### config.mk
export PLATFORM = sky130hd
export DESIGN_NAME = gcd_engine
export DESIGN_NICKNAME = d
export VERILOG_FILES = /design/src/rtl/gcd_engine.sv
export SDC_FILE = /design/constraint.sdc
export NUM_CORES = 1
export LEC_CHECK = 0
export BUFFER_PORTS_ARGS = -buffer_cell sky130_fd_sc_hd__buf_2
export CAP_MARGIN = 25
export CORE_MARGIN = 8
export CORE_UTILIZATION = 40
export CTS_CLUSTER_SIZE = 10
export DETAILED_ROUTE_END_ITERATION = 10
export SLEW_MARGIN = 20
export SYNTH_ARGS = -nofsm -noshare
export SYNTH_HDL_FRONTEND = slang
export SYNTH_SLANG_ARGS = --single-unit
### constraint.sdc
create_clock -name clk -period 3.1 [get_ports clk]
set_input_delay 0.465 -clock clk [delete_from_list [all_inputs] [get_ports clk]]
set_output_delay 0.465 -clock clk [all_outputs]
set_load 0.05 [all_outputs]
### src/rtl/gcd_engine.sv
// Self-sequencing GCD engine: subtractive Euclid or binary Stein, chosen per operation,
// with valid/ready handshakes on operands and results and a saturating iteration count.
module gcd_engine #(
  parameter int WIDTH = 8,
  parameter int CNT_W = WIDTH + 1
) (
  input  logic             clk,
  input  logic             clr,
  input  logic             in_valid,
  output logic             in_ready,
  input  logic [WIDTH-1:0] xin,
  input  logic [WIDTH-1:0] yin,
  input  logic             mode,
  input  logic             abort,
  output logic             out_valid,
  input  logic             out_ready,
  output logic [WIDTH-1:0] gcd,
  output logic [CNT_W-1:0] cycles
);

  localparam int KW = $clog2(WIDTH) + 1;

  typedef enum logic [1:0] {IDLE, SUB, BIN, DONE} state_t;

  state_t           state, state_nx;
  logic [WIDTH-1:0] x, y, x_nx, y_nx, gcd_nx;
  logic [KW-1:0]    k, k_nx;
  logic [CNT_W-1:0] cnt, cnt_nx, cycles_nx;

  function automatic logic [CNT_W-1:0] sat_inc(input logic [CNT_W-1:0] v);
    return (&v) ? v : v + CNT_W'(1);
  endfunction

  assign in_ready  = (state == IDLE);
  assign out_valid = (state == DONE);

  always_ff @(posedge clk or posedge clr) begin
    if (clr) state <= IDLE;
    else     state <= state_nx;
  end

  always_ff @(posedge clk or posedge clr) begin
    if (clr) begin
      x      <= '0;
      y      <= '0;
      k      <= '0;
      cnt    <= '0;
      gcd    <= '0;
      cycles <= '0;
    end else begin
      x      <= x_nx;
      y      <= y_nx;
      k      <= k_nx;
      cnt    <= cnt_nx;
      gcd    <= gcd_nx;
      cycles <= cycles_nx;
    end
  end

  always_comb begin
    state_nx  = state;
    x_nx      = x;
    y_nx      = y;
    k_nx      = k;
    cnt_nx    = cnt;
    gcd_nx    = gcd;
    cycles_nx = cycles;
    unique case (state)
      IDLE: begin
        if (in_valid) begin
          x_nx   = xin;
          y_nx   = yin;
          k_nx   = '0;
          cnt_nx = '0;
          // A zero operand needs no iteration; OR-ing gives the other operand (or 0).
          if (xin == '0 || yin == '0) begin
            gcd_nx    = xin | yin;
            cycles_nx = '0;
            state_nx  = DONE;
          end else begin
            state_nx = mode ? BIN : SUB;
          end
        end
      end
      SUB: begin
        cnt_nx = sat_inc(cnt);
        if (abort) begin
          state_nx = IDLE;
        end else if (x == y) begin
          gcd_nx    = x;
          cycles_nx = sat_inc(cnt);
          state_nx  = DONE;
        end else if (x > y) begin
          x_nx = x - y;
        end else begin
          y_nx = y - x;
        end
      end
      BIN: begin
        cnt_nx = sat_inc(cnt);
        if (abort) begin
          state_nx = IDLE;
        end else if (x == y) begin
          // Restore the common power of two stripped while both were even.
          gcd_nx    = x << k;
          cycles_nx = sat_inc(cnt);
          state_nx  = DONE;
        end else if (!x[0] && !y[0]) begin
          x_nx = x >> 1;
          y_nx = y >> 1;
          k_nx = k + KW'(1);
        end else if (!x[0]) begin
          x_nx = x >> 1;
        end else if (!y[0]) begin
          y_nx = y >> 1;
        end else if (x > y) begin
          x_nx = (x - y) >> 1;
        end else begin
          y_nx = (y - x) >> 1;
        end
      end
      DONE: begin
        if (out_ready) state_nx = IDLE;
      end
      default: state_nx = IDLE;
    endcase
  end

endmodule
==> results.md <==
- Max Cap Viol: 0
- Vias/cell: around 5.7
- Initial Util: 0.405
- Final Cell Area: about 0.0043 sq mm
- Final setup viols: 0
- Top FF cell, synth: dfrtp_1
- Slew HR: 0.602
- Worst path bufs/invs: 1
- Post-CTS Setup Bufs: 0
- Critical Path Sink Type: flop
- Chip width: 115 um
- Remaining Overflow, GRT: 0
- Clock latency on the worst-skew pair: about 0.32 ns
- Crit start category: flop
- Routed WL: 10700 um
- Port Buffers: 40
- Post-synth net total: just over 500
- Fin. Hold Viols: 0
- Post-CTS Hold Buffers: 0
- Ys async rst share: 1.00
- PnR Total Power: ~5.6 mW
- Non-filler instance count after layout: approximately 630
- Cells after Synth: 465
- Leak: approximately 1.9 nW
- Syn_area_per_cell: roughly 8.4 sq um
- Register area share after synthesis: 0.308
- Number of nets in the layout: roughly 550
- Site Rows: 36
- Vias in the first global route: ~3500
- Critical path arrival: around 2.9 ns
- Slowest-stage cell, CP: a2111oi_0
- Die area: 0.0132 sq mm
- Clock Sink Count: 48
- Post-route ant nets: 0
- Run status: completed
- Critical path type: flop to flop
- Setup TNS: 0 ns
- Post-DP HPWL: approximately 8000 um
- Worst slack, placed: between 0.4 and 0.5 ns
- Overall global routing resource usage: 0.169
- Post-DP Area: roughly 0.0042 sq mm
- Placer Congestion: 0.921
- Tcrit/Tclk final: 0.856
- Clock transition at path regs: about 0.10 ns
- Slew @ Worst Pin: approximately 0.6 ns
- #FFs+latches synth: 48
- Drt first-iter violations: between 200 and 300
- Antenna diodes: 0
- Cell family with most CP delay: compound AO/OA/AOI/OAI gates
- Post-cts resize count: 0
- Drt first pass iters: 5
- Hold WC Path Type: primary input to asynchronous set/reset pin
- DRC errors left: 0
- Worst Skew: 0.00757 ns
- Commonest non-fill, non-tap cells in the layout: nand2_1 (53), dfrtp_1 (48), o21ai_0 (46)
- Max clock buf depth: 2
- Cell Area, Synth: 0.00390 sq mm
- Most common cell after layout, fill and taps aside: nand2_1
- WHS: between 0.15 and 0.2 ns
- Root Buffer: clkbuf_8
- Layout area overhead: 11.3%
- Yosys warnings: 0
- First-pass GRT wire length: approximately 18000 um
- Layout cell share with drive strength beyond 1: 0.161
- Crit path cell chain: clkinv_1, ha_1, nand4b_4, o221ai_1, a2111oi_0, o211a_2, mux2_2
- Via count: about 3600
- Layout fillers: about 1000
- Largest stage delay on the critical path: 0.48 ns
- Fin crit period: about 2.7 ns
- CTS tree: yes
- Sequential cell area: about 0.0012 sq mm
- Largest net degree at the start of global routing: 28
- Max-slew violations: 0
- Num CTS Buffers: 5
- # IOs: between 40 and 50
- Initial antenna violation count: 0
- Core Util, Final: 0.450
- Wirelength per Cell: around 17 um
- Placed instance count: ~620
- Worst-path fanout max: 13
- Placeable Area: a little under 0.01 sq mm
- Maximum VDD drop: around 0.62 mV
- RSZ-0062 raised after global routing: false
- R2r startpoint: x[0]
- Synth cell types: 64
- F_max: between 0.3 and 0.4 GHz
- Critical Path Source: x[0]
- Critical Path RT: roughly 3.3 ns
- Power Dens Cells: 1280 mW/mm^2
- Post-synth EDFFs: 0
- Die Span Y: 115 um
- Final setup margin: between 0.4 and 0.5 ns
- Depth of the CTS H-tree: 2
- Area of the multi-input gates: 0.00246 sq mm
==> kinds of logic after synthesis <==
| kind of cell | synth area share |
|---|---|
| AO/OA/AOI/OAI | 0.253 |
| AND/OR/NAND/NOR | 0.187 |
| buffers and inverters | 0.0622 |
| flip-flops | 0.308 |
| adder cells (fa/ha/maj) | 0.0873 |
| multiplexers | 0.0648 |
| XOR/XNOR | 0.0382 |
==> power breakdown <==
part	total, mW	switching (mW)	leakage [nW]	internal [mW]
clock	0.493	0.249	0.0583	0.244
combinational	3.98	2.46	1.23	1.52
sequential	1.08	0.239	0.620	0.844
total	5.56	2.94	1.91	2.61
==> state kept, by name (all words and copies together) (netlist names) <==
register	cells
x	8
gcd	8
cnt	9
k	4
y	8
cycles	9
state	2
==> routing by layer <==
layer / track usage / part of all wire
met5: 0 / 0
met4: 0.0578 / 0.022
met3: 0.0331 / 0.049
met2: 0.274 / 0.47
met1: 0.220 / 0.46
==> area by class of cell <==
type	instances	share of cell area
well taps	133	0.0383
multi-input cells	362	0.566
flip-flops and latches	48	0.277
clock buffers	5	0.0159
clock inverters	3	0.0110
inverters	30	0.0259
repair buffers	50	0.0663
==> path summary, 6_finish.rpt <==
kind / end / slack (ns) / cells after the start
worst max-delay path: x[4] / 0.45 / 7
worst min-delay path: x[0] / 0.16 / 2
worst max register to register: x[4] / 0.45 / 7
worst min register to register: cycles[5] / 0.48 / 2
max in group asynchronous: gcd[1] / 2.41 / 3
min in group clk: state[1] / 0.41 / 3
==> Yosys cell counts (5+ instances only) <==
cell type | number | share of area
a21o_1 | 9 | 0.017
inv_1 | 29 | 0.028
xor2_1 | 7 | 0.016
nor3_1 | 9 | 0.012
o2111ai_1 | 5 | 0.011
nand2b_1 | 5 | 0.0080
o21ai_0 | 46 | 0.059
nand3_1 | 15 | 0.019
o221ai_1 | 5 | 0.011
a21oi_1 | 23 | 0.030
nor4_1 | 5 | 0.0080
a22oi_1 | 6 | 0.012
o21a_1 | 5 | 0.0096
a221oi_1 | 5 | 0.011
buf_2 | 8 | 0.010
ha_1 | 24 | 0.077
mux2i_1 | 14 | 0.036
nand2_1 | 53 | 0.051
clkbuf_1 | 12 | 0.012
xnor2_1 | 10 | 0.022
dfrtp_1 | 48 | 0.31
nor2_1 | 36 | 0.035
mux2_2 | 10 | 0.029
o211ai_1 | 8 | 0.015
(Power assumes the default switching activity.)
